$ cat src/rtl/pattern_hist_engine_pkg.sv
// Shared types for the pattern histogram engine: FSM states, window count
// and the histogram bin array.
package pattern_hist_pkg;

  typedef enum logic [2:0] {
    IDLE,
    PAT,
    LOADP,
    SCAN,
    WR,
    DONE
  } state_t;

  // Number of 4-bit windows inside one byte: [7:4] down to [3:0].
  localparam int NUM_WIN = 5;

  // Bin k holds the number of bytes with exactly k matching windows.
  typedef logic [7:0] bin_arr_t [1:NUM_WIN];

  // Increment that sticks at 255 instead of wrapping.
  function automatic logic [7:0] sat_inc8(input logic [7:0] v);
    return (v == 8'hFF) ? v : v + 8'd1;
  endfunction

endpackage

$ cat src/rtl/pattern_hist_engine_if.sv
// Single read/write port of the data memory. The engine is the master; the
// memory drives registered read data with one cycle of latency.
interface pattern_hist_engine_if #(
  parameter int AW = 8
);
  logic [AW-1:0] mem_addr;
  logic          mem_rd_en;
  logic [7:0]    mem_rd_data;
  logic          mem_wr_en;
  logic [7:0]    mem_wr_data;

  modport master (
    output mem_addr, mem_rd_en, mem_wr_en, mem_wr_data,
    input  mem_rd_data
  );

  modport slave (
    input  mem_addr, mem_rd_en, mem_wr_en, mem_wr_data,
    output mem_rd_data
  );
endinterface

$ cat src/rtl/pattern_hist_engine_nibble_match_count.sv
// Counts how many of the five overlapping nibble windows of a byte equal
// the 4-bit pattern. Purely combinational.
module nibble_match_count
  import pattern_hist_pkg::*;
(
  input  logic [7:0] i_byte,
  input  logic [3:0] i_pat,
  output logic [2:0] o_count
);

  // Sum of window equality hits, window k covering bits [k+3:k].
  always_comb begin
    // NOTE: o_count gets a value before the loop so every path assigns it and no latch is inferred.
    o_count = '0;
    for (int k = 0; k < NUM_WIN; k++) begin
      if (i_byte[k +: 4] == i_pat) o_count = o_count + 3'd1;
    end
  end

endmodule

$ cat src/rtl/pattern_hist_engine.sv
// Pattern histogram engine: reads a pattern, scans SRC_COUNT source bytes one
// per cycle, bins them by number of matching nibble windows, writes bins
// 1..5 back to memory and raises Halt.
module pattern_hist_engine
  import pattern_hist_pkg::*;
#(
  parameter int AW        = 8,
  parameter int PAT_ADDR  = 9,
  parameter int SRC_BASE  = 32,
  parameter int SRC_COUNT = 64,
  parameter int HIST_BASE = 10
) (
  input  logic                  CLK,
  input  logic                  rst_n,
  input  logic                  start,
  output logic                  Halt,
  pattern_hist_engine_if.master bus,
  output logic [15:0]           cycle_ct
);

  localparam logic [7:0]    LAST_IDX = 8'(SRC_COUNT - 1);
  localparam logic [AW-1:0] PAT_A    = AW'(PAT_ADDR);
  localparam logic [AW-1:0] SRC_A    = AW'(SRC_BASE);
  localparam logic [AW-1:0] HIST_A   = AW'(HIST_BASE);

  state_t      r_state;
  state_t      w_next;
  logic [3:0]  r_pattern;
  bin_arr_t    r_bins;
  logic [7:0]  r_idx;
  logic [2:0]  r_j;
  logic [15:0] r_cycle_ct;
  logic [2:0]  w_count;
  logic [7:0]  w_bin_sel;

  nibble_match_count u_match (
    .i_byte  (bus.mem_rd_data),
    .i_pat   (r_pattern),
    .o_count (w_count)
  );

  // State register; start forces a synchronous return to IDLE from anywhere.
  always_ff @(posedge CLK or negedge rst_n) begin
    // NOTE: clocked state uses non-blocking assignments so all registers update together at the edge.
    if (!rst_n)     r_state <= IDLE;
    else if (start) r_state <= IDLE;
    else            r_state <= w_next;
  end

  // Next-state decode.
  always_comb begin
    w_next = r_state;
    unique case (r_state)
      IDLE:    w_next = PAT;
      PAT:     w_next = LOADP;
      LOADP:   w_next = SCAN;
      SCAN:    if (r_idx >= LAST_IDX) w_next = WR;
      WR:      if (r_j == 3'd4) w_next = DONE;
      DONE:    w_next = DONE;
      default: w_next = IDLE;
    endcase
  end

  // Bin selected for the current write slot (bin j+1).
  always_comb begin
    w_bin_sel = r_bins[1];
    for (int k = 1; k <= NUM_WIN; k++) begin
      if (32'(r_j) + 1 == k) w_bin_sel = r_bins[k];
    end
  end

  // Memory strobes decoded from state; suppressed while start holds the engine.
  always_comb begin
    bus.mem_addr    = '0;
    bus.mem_rd_en   = 1'b0;
    bus.mem_wr_en   = 1'b0;
    bus.mem_wr_data = '0;
    if (!start) begin
      unique case (r_state)
        PAT: begin
          bus.mem_addr  = PAT_A;
          bus.mem_rd_en = 1'b1;
        end
        LOADP: begin
          bus.mem_addr  = SRC_A;
          bus.mem_rd_en = 1'b1;
        end
        SCAN: begin
          if (r_idx < LAST_IDX) begin
            bus.mem_addr  = SRC_A + AW'(r_idx) + AW'(1);
            bus.mem_rd_en = 1'b1;
          end
        end
        WR: begin
          bus.mem_addr    = HIST_A + AW'(r_j);
          bus.mem_wr_en   = 1'b1;
          bus.mem_wr_data = w_bin_sel;
        end
        default: ;
      endcase
    end
  end

  assign Halt     = (r_state == DONE);
  assign cycle_ct = r_cycle_ct;

  // Datapath: pattern capture, byte index, histogram bins and write slot.
  always_ff @(posedge CLK or negedge rst_n) begin
    if (!rst_n) begin
      r_pattern <= '0;
      r_idx     <= '0;
      r_j       <= '0;
      // NOTE: the bins are a handful of flops that must read zero after reset, so they are reset explicitly rather than left to a RAM.
      for (int k = 1; k <= NUM_WIN; k++) r_bins[k] <= '0;
    end else if (start) begin
      r_idx <= '0;
      r_j   <= '0;
      for (int k = 1; k <= NUM_WIN; k++) r_bins[k] <= '0;
    end else begin
      unique case (r_state)
        LOADP: begin
          r_pattern <= bus.mem_rd_data[3:0];
          r_idx     <= '0;
        end
        SCAN: begin
          for (int k = 1; k <= NUM_WIN; k++) begin
            if (32'(w_count) == k) r_bins[k] <= sat_inc8(r_bins[k]);
          end
          if (r_idx < LAST_IDX) r_idx <= r_idx + 8'd1;
          else                  r_j   <= '0;
        end
        WR:      r_j <= r_j + 3'd1;
        default: ;
      endcase
    end
  end

  // Busy-cycle counter, saturating at 0xFFFF.
  always_ff @(posedge CLK or negedge rst_n) begin
    if (!rst_n)     r_cycle_ct <= '0;
    else if (start) r_cycle_ct <= '0;
    else if ((r_state == PAT || r_state == LOADP || r_state == SCAN || r_state == WR)
             && r_cycle_ct != 16'hFFFF)
      r_cycle_ct <= r_cycle_ct + 16'd1;
  end

endmodule

$ cat src/flat_wrapper.sv
// flat-port wrapper written by rule: the top's interface ports become plain ports
module pattern_hist_engine_flat import pattern_hist_pkg::*;
#(
  parameter int AW        = 8,
  parameter int PAT_ADDR  = 9,
  parameter int SRC_BASE  = 32,
  parameter int SRC_COUNT = 64,
  parameter int HIST_BASE = 10
)
  (CLK, rst_n, start, Halt, cycle_ct, bus_mem_addr, bus_mem_rd_en, bus_mem_wr_en, bus_mem_wr_data, bus_mem_rd_data);
  pattern_hist_engine_if #(.AW(AW)) bus_i ();
  input  logic CLK;
  input  logic rst_n;
  input  logic start;
  output logic Halt;
  output logic [15:0] cycle_ct;
  output wire logic [$bits(bus_i.mem_addr)-1:0] bus_mem_addr;
  output wire logic [$bits(bus_i.mem_rd_en)-1:0] bus_mem_rd_en;
  output wire logic [$bits(bus_i.mem_wr_en)-1:0] bus_mem_wr_en;
  output wire logic [$bits(bus_i.mem_wr_data)-1:0] bus_mem_wr_data;
  input wire logic [$bits(bus_i.mem_rd_data)-1:0] bus_mem_rd_data;
  assign bus_mem_addr = bus_i.mem_addr;
  assign bus_mem_rd_en = bus_i.mem_rd_en;
  assign bus_mem_wr_en = bus_i.mem_wr_en;
  assign bus_mem_wr_data = bus_i.mem_wr_data;
  assign bus_i.mem_rd_data = bus_mem_rd_data;
  pattern_hist_engine #(.AW(AW), .PAT_ADDR(PAT_ADDR), .SRC_BASE(SRC_BASE), .SRC_COUNT(SRC_COUNT), .HIST_BASE(HIST_BASE)) u_core (.CLK(CLK), .rst_n(rst_n), .start(start), .Halt(Halt), .bus(bus_i), .cycle_ct(cycle_ct));
endmodule
$ cat config.mk
export PLATFORM = sky130hd
export DESIGN_NAME = pattern_hist_engine_flat
export DESIGN_NICKNAME = d
export VERILOG_FILES = /design/src/rtl/pattern_hist_engine_pkg.sv /design/src/rtl/pattern_hist_engine_if.sv /design/src/rtl/pattern_hist_engine_nibble_match_count.sv /design/src/rtl/pattern_hist_engine.sv /design/src/flat_wrapper.sv
export SDC_FILE = /design/constraint.sdc
export NUM_CORES = 1
export LEC_CHECK = 0
export ABC_AREA = 1
export BUFFER_PORTS_ARGS = -buffer_cell sky130_fd_sc_hd__buf_2
export CORE_ASPECT_RATIO = 1.1
export CORE_UTILIZATION = 25
export CTS_CLUSTER_DIAMETER = 100
export DETAILED_ROUTE_END_ITERATION = 12
export MAX_ROUTING_LAYER = met4
export SETUP_SLACK_MARGIN = 0.05
export SLEW_MARGIN = 20
export SYNTH_ARGS = -nofsm -noshare
export SYNTH_HDL_FRONTEND = slang
export SYNTH_SLANG_ARGS = --single-unit
$ cat constraint.sdc
create_clock -name CLK -period 4.5 [get_ports CLK]
set_input_delay 1.125 -clock CLK [delete_from_list [all_inputs] [get_ports CLK]]
set_output_delay 1.125 -clock CLK [all_outputs]
set_load 0.005 [all_outputs]
**Yosys cells after proc, flatten, opt, wreduce, memory -nomap -nowiden**

Index checks and enable logic that the tools add are counted.

- Bits in registers: 74
- Input port bits: 11
- Output and inout port bits: 35
- Logic and storage cells: 131

- Muxes and demuxes: 43
- $add $sub $neg: 16
- Equality and inequality tests: 35
- Bitwise logic cells: 1
- Order comparisons: 2
- Reductions and logical operators: 24

Operator list:

| cell | count |
|---|---|
| 8-bit two-way mux | 20 |
| 40-bit two-way mux | 2 |
| 32-bit by 2-bit equality test with 1-bit output, second input constant | 2 |
| 32-bit by 3-bit equality test with 1-bit output, second input constant | 2 |
| 8-bit by 1-bit adder with 8-bit output, second input constant | 7 |
| 8-bit equality test, second input constant | 5 |
| 16-bit two-way mux | 2 |
| 8-bit case mux with 4 select lines | 1 |
| 3-bit two-way mux | 9 |
| 4-bit equality test | 5 |
| 3-bit case mux with 6 select lines | 1 |
| 16-bit by 1-bit adder with 16-bit output, second input constant | 1 |
| 16-bit != test, second input constant | 1 |
| 8-bit case mux with 2 select lines | 1 |
| 3-bit by 1-bit adder with 3-bit output, second input constant | 5 |
| 3-bit equality test, second input constant | 5 |
| 3-bit AND reduction | 5 |
| 2-bit nonzero test | 7 |
| 3-bit by 2-bit equality test with 1-bit output, second input constant | 4 |
| 2-bit != test, second input constant | 5 |
| 3-bit by 2-bit != test with 1-bit output, second input constant | 3 |
| 6-bit by 8-bit adder with 8-bit output, first input constant | 1 |
| 8-bit by 6-bit greater-or-equal comparator with 1-bit output, second input constant | 1 |
| 8-bit by 6-bit < comparator with 1-bit output, second input constant | 1 |
| other kinds (14) | 25 |

**Depth between registers and ports, before layout**

- Depth after elaboration: 14
- Mapped depth: 23

**Cells and area by module**

A second synthesis with hierarchy kept.

- Cells, all modules: 804
- Area, all modules: 5527.8 um^2

Modules (own cells, without submodules):

| module | cells each | area each (um^2) | times used | sequential area each (um^2) |
|---|---|---|---|---|
| pattern_hist_engine | 684 | 4928.5 | 1 | 1851.8 |
| nibble_match_count | 120 | 599.3 | 1 | 0.0 |

**Least setup slack after synthesis**

Ideal clock, no wire load.

- Path kind: input port to flip-flop
- From: input port bus_mem_rd_data[0]
- To: register u_core.r_bins[4] (netlist bit)
- Setup time: 118 ps
- Buffers on the path: 0
- Path slack: 656 ps
- Stages on the path: 19
- Arrival: 3726 ps
- Cell sequence: or2_2 > a21oi_1 > and3_1 > inv_1 > ha_1 > inv_1 > nand3_1 > nand2_1 > ha_1 > nand2_1 > nand2_2 > ha_1 > or2_2 > nand2_2 > nand2_4 > inv_2 > nand2_2 > nand3_1 > nand2_1

- Cells in the longest elaborated chain, start to end: 13

Ends and longest elaborated chain:

| item | RTL line | source |
|---|---|---|
| start: declaration | flat_wrapper.sv:21 | `input wire logic [$bits(bus_i.mem_rd_data)-1:0] bus_mem_rd_data;` |
| 4-bit equality test * | pattern_hist_engine_nibble_match_count.sv:16 | `if (i_byte[k +: 4] == i_pat) o_count = o_count + 3'd1;` |
| 1-bit two-way mux * | pattern_hist_engine_nibble_match_count.sv:16 |  |
| 3-bit by 1-bit adder with 3-bit output | pattern_hist_engine_nibble_match_count.sv:16 |  |
| 3-bit two-way mux * | pattern_hist_engine_nibble_match_count.sv:16 |  |
| 3-bit by 1-bit adder with 3-bit output | pattern_hist_engine_nibble_match_count.sv:16 |  |
| 3-bit two-way mux * | pattern_hist_engine_nibble_match_count.sv:16 |  |
| 3-bit by 1-bit adder with 3-bit output | pattern_hist_engine_nibble_match_count.sv:16 |  |
| 3-bit two-way mux * | pattern_hist_engine_nibble_match_count.sv:16 |  |
| 3-bit by 1-bit adder with 3-bit output | pattern_hist_engine_nibble_match_count.sv:16 |  |
| 3-bit two-way mux * | pattern_hist_engine_nibble_match_count.sv:16 |  |
| 3-bit equality test * | pattern_hist_engine.sv:127 | `if (32'(w_count) == k) r_bins[k] <= sat_inc8(r_bins[k]);` |
| 2-bit nonzero test (no source line) * | - |  |
| 3-bit AND reduction (no source line) * | - |  |
| end signal: indexed assignment | pattern_hist_engine.sv:127 |  |
| end: declaration | pattern_hist_engine.sv:29 | `bin_arr_t r_bins;` |

Mark *: on every way between the ends. The rest lies on a longest branch, timed or not.
A chain may end at the register's enable or synchronous reset.

**Final worst setup path**

- From: register u_core.r_j[1]
- To: output port bus_mem_wr_data[3]

- Cells in the longest elaborated chain, start to end: 8
- Elaborated cells between the ends (all ways): 11
- Those cells by class: add/sub (1); eq/ne (4); mux (6)

Ends and longest elaborated chain:

| item | RTL line | source |
|---|---|---|
| start: declaration | pattern_hist_engine.sv:31 | `logic [2:0] r_j;` |
| start signal: assignment | pattern_hist_engine.sv:132 | `WR: r_j <= r_j + 3'd1;` |
| 3-bit by 1-bit adder with 4-bit output * | - |  |
| 32-bit by 2-bit equality test with 1-bit output | pattern_hist_engine.sv:68 | `if (32'(r_j) + 1 == k) w_bin_sel = r_bins[k];` |
| 8-bit two-way mux (3 in a row) | pattern_hist_engine.sv:68 |  |
| 8-bit two-way mux * | pattern_hist_engine.sv:68 |  |
| 8-bit two-way mux * | pattern_hist_engine.sv:79 | `unique case (r_state)` |
| 8-bit two-way mux * | pattern_hist_engine.sv:78 | `if (!start) begin` |
| end: declaration | flat_wrapper.sv:20 | `output wire logic [$bits(bus_i.mem_wr_data)-1:0] bus_mem_wr_data;` |

Marked as above.

==> results.sh <==
export IMPL_outcome="finished, final reports clean"
export IMPL_critPathMaxFanout=14
export IMPL_syn_inst=756
export IMPL_grt_pass1_wl_um=22100
export IMPL_syn_mean_instance_area_um2=7.29
export IMPL_die_width_um=144
export IMPL_end_kind="output port"
export IMPL_drive_gt1_share_pct=15.0
export IMPL_path_class="reg2out"
export IMPL_final_common_cell="nand2_1"
export IMPL_antennaDiodeCount=0
export IMPL_grt_setup_unrepaired="no"
export IMPL_cts_sinks=74
export IMPL_clock_skew_ns=0.0123
export IMPL_r2r_end="u_core.r_bins[4]"
export IMPL_path_delay_family="compound AO/OA/AOI/OAI gates"
export IMPL_regToRegStartpoint="u_core.r_pattern[0]"
export IMPL_finalSetupViolations=0
export IMPL_rows=56
export IMPL_cp_slowest_cell="dfrtp_1"
export IMPL_synth_edf_count=0
export IMPL_synthesis_nets=784
export IMPL_grt_ovfl_total=0
export IMPL_postCtsHoldBufs=0
export IMPL_pwr_density_cell_nw_per_um2=359
export IMPL_hold_depth=2
export IMPL_grt_pass1_vias=4549
export IMPL_via_per_inst=4.53
export IMPL_wl_per_cell_um=12.5
export IMPL_comb_power_share_pct=29.0
export IMPL_postCtsSetupBuffers=0
export IMPL_synth_ff_type="dfrtp_1"
export IMPL_syn_cell_area_um2=5510
export IMPL_pwr_share_seq_pct=33.6
export IMPL_p_int_mw=1.44
export IMPL_die_area_um2=22600
export IMPL_power_mw=2.28
export IMPL_clock_root_buffer="clkbuf_16"
export IMPL_dr_pass1_iters=4
export IMPL_max_freq_ghz=0.255
export IMPL_ys_warn_count=0
export IMPL_relSlewSlack_pct=37.8
export IMPL_antenna_found_initial=0
export IMPL_worstMarginPinSlew_ns=0.932
export IMPL_start_kind="flop"
export IMPL_cts_resized=0
export IMPL_die_h_um=158
export IMPL_cp_required_ns=3.38
export IMPL_drt_iter0_drc=308
export IMPL_clkTransAtPathRegs_ns=0.06
export IMPL_path_buf_inv=2
export IMPL_clock_latency_ns=0.35
export IMPL_place_congestion=0.819
export IMPL_initial_utilization_pct=25.7
export IMPL_port_buffers=44
export IMPL_hold_path_class="reg2reg"
export IMPL_final_cell_mix="nand2_1, nand3_1, inv_1, dfrtp_1, o21ai_0"
export IMPL_finalHoldViolCount=0
export IMPL_synth_cell_type_count=39
export IMPL_wirelength_um=13500
export IMPL_timing_final_max_slew_violations=0
export IMPL_peakVddDrop_mv=0.182
export IMPL_cpMostUsedCell="o21ai_0"
export IMPL_ys_seq_area_share_pct=33.6
export IMPL_fin_crit_ns=3.92
export IMPL_synthToLayoutAreaGrowth_pct=15.2
export IMPL_fp_coreArea_um2=21400
export IMPL_dp_hpwl_um=9580
export IMPL_switching_share_pct=36.7
export IMPL_r2r_slack_ns=1.02
export IMPL_h_tree_depth=3
export IMPL_max_stage_delay_ns=0.45
export IMPL_clockBufferDepth=2
export IMPL_vias=4919
export IMPL_ant_nets=0
export IMPL_min_to="u_core.r_idx[7]"
export IMPL_fin_setup_tns_ns=0
export IMPL_async_flop_share_pct=100
export IMPL_clockPowerShare_pct=37.4
export IMPL_grt_max_degree=96
export IMPL_reg2regPathDepth=19
export IMPL_holdCritStartpoint="u_core.r_idx[7]"
export IMPL_cellLeakagePower_nw=3.21
export IMPL_critPathArrivalTime_ns=2.79
export IMPL_io_pins=46
export IMPL_grt_use_total_pct=12.8
export IMPL_crit_chain="ha_1 -> inv_1 -> nand2_1 -> nand2_1 -> nand3_1 -> o211ai_1 -> o21ai_0 -> o21ai_0 -> o21ai_0 -> nor3_1 -> buf_2"
export IMPL_p_sw_mw=0.836
export IMPL_cts_buffers=9
export IMPL_post_route_period_util_pct=87.0
export IMPL_synth_seq_cells=74
export IMPL_cap_violations=0
export IMPL_cts_tree="done"
export IMPL_drc=0
export IMPL_finalNetCount=818
through the flow:
step / area, um^2 / setup WS [ns] / utilization, % / hold WS (ns) / instances
2_1_floorplan: 5510 / 0.656 / - / 0.460 / 756
3_3_place_gp: 6000 / 0.349 / 28.0 / 0.473 / 1069
3_5_place_dp: 6000 / 0.275 / 28.0 / 0.491 / 1069
4_1_cts: 6340 / 0.601 / 29.6 / 0.506 / 1085
5_1_grt: 6350 / 0.357 / 29.6 / 0.527 / 1085
6_report: 6350 / 0.585 / 29.6 / 0.498 / 1085
cells in the mapped netlist, types with 2 or more instances:
master | n | area [um^2]
nand3_2 | 3 | 30.0
nor3_1 | 13 | 65.1
nor4_1 | 3 | 18.8
nand4_1 | 34 | 213
buf_1 | 4 | 15.0
clkinv_1 | 2 | 7.51
xor2_1 | 33 | 289
buf_4 | 5 | 37.5
nand2_2 | 18 | 113
o31ai_1 | 3 | 22.5
nand2_4 | 6 | 67.6
or2_2 | 3 | 18.8
o21ai_0 | 44 | 220
ha_1 | 17 | 213
nor2_2 | 5 | 31.3
nand3_1 | 97 | 485
nand3b_1 | 2 | 15.0
nor2_8 | 4 | 80.1
and3_1 | 6 | 37.5
nand2_1 | 146 | 548
a21oi_1 | 29 | 145
clkbuf_1 | 14 | 52.6
xnor2_1 | 12 | 105
nand3_4 | 2 | 35.0
nor3b_1 | 3 | 22.5
o211ai_1 | 8 | 60.1
inv_2 | 9 | 33.8
dfrtp_1 | 74 | 1850
o22ai_1 | 3 | 18.8
nor2_1 | 43 | 161
a22oi_1 | 3 | 22.5
nor2_4 | 6 | 67.6
inv_1 | 96 | 360
registers in the layout, summed over array words and instances (netlist names):
signal and cells:
u_core.cycle_ct 16, u_core.r_bins 40, u_core.r_idx 8, u_core.r_j 3
u_core.r_pattern 4, u_core.r_state 3
per-layer routing:
metal	global-route usage [%]	routed length (um)	part of all wire [%]
met1	15.7	6420	47
met5	-	0	0
met4	5.32	193	1.4
met3	2.06	456	3.4
met2	20.8	6460	48
power groups by stage:
| stage | Sequential (mW) | Combinational (mW) | Clock [mW] |
|---|---|---|---|
| detailed placement | 0.776 | 0.664 | 0 |
| global route | 0.771 | 0.746 | 0.898 |
| floorplan | 0.733 | 0.564 | 0 |
| finish | 0.766 | 0.660 | 0.854 |
| CTS | 0.764 | 0.667 | 0.871 |
| global placement | 0.776 | 0.658 | 0 |
worst max path at each step:
stage          cells past startpoint                from  slack (ns)                  to
5_1_grt                           20  bus_mem_rd_data[0]        0.36    u_core.r_bins[6]
4_1_cts                           11       u_core.r_j[1]        0.60  bus_mem_wr_data[3]
3_5_place_dp                      20  bus_mem_rd_data[0]        0.28    u_core.r_bins[4]
2_1_floorplan                     19  bus_mem_rd_data[0]        0.66    u_core.r_bins[4]
6_report                          11       u_core.r_j[1]        0.58  bus_mem_wr_data[3]
3_3_place_gp                      20  bus_mem_rd_data[1]        0.35    u_core.r_bins[1]
cells by family after synthesis:
| family | Yosys count | share of synthesized area [%] |
|---|---|---|
| adder cells (fa/ha/maj) | 17 | 3.86 |
| flip-flops | 74 | 33.6 |
| XOR/XNOR | 45 | 7.15 |
| buffers and inverters | 131 | 9.40 |
| AND/OR/NAND/NOR | 394 | 36.5 |
| other | 1 | 0.0681 |
| AO/OA/AOI/OAI | 94 | 9.45 |
final cells by class:
| cell class | count | area, um^2 |
|---|---|---|
| flip-flops and latches | 74 | 1850 |
| fillers | 2327 | 15100 |
| well taps | 290 | 363 |
| clock buffers | 10 | 229 |
| multi-input cells | 551 | 3140 |
| repair buffers | 47 | 249 |
| inverters | 107 | 402 |
| clock inverters | 6 | 114 |
worst min-delay path, cell delays in order (launching register included):
cell     delay [ns]
dfrtp_1        0.32
inv_1          0.05
nor2_1         0.09
(Power assumes the default switching activity.)
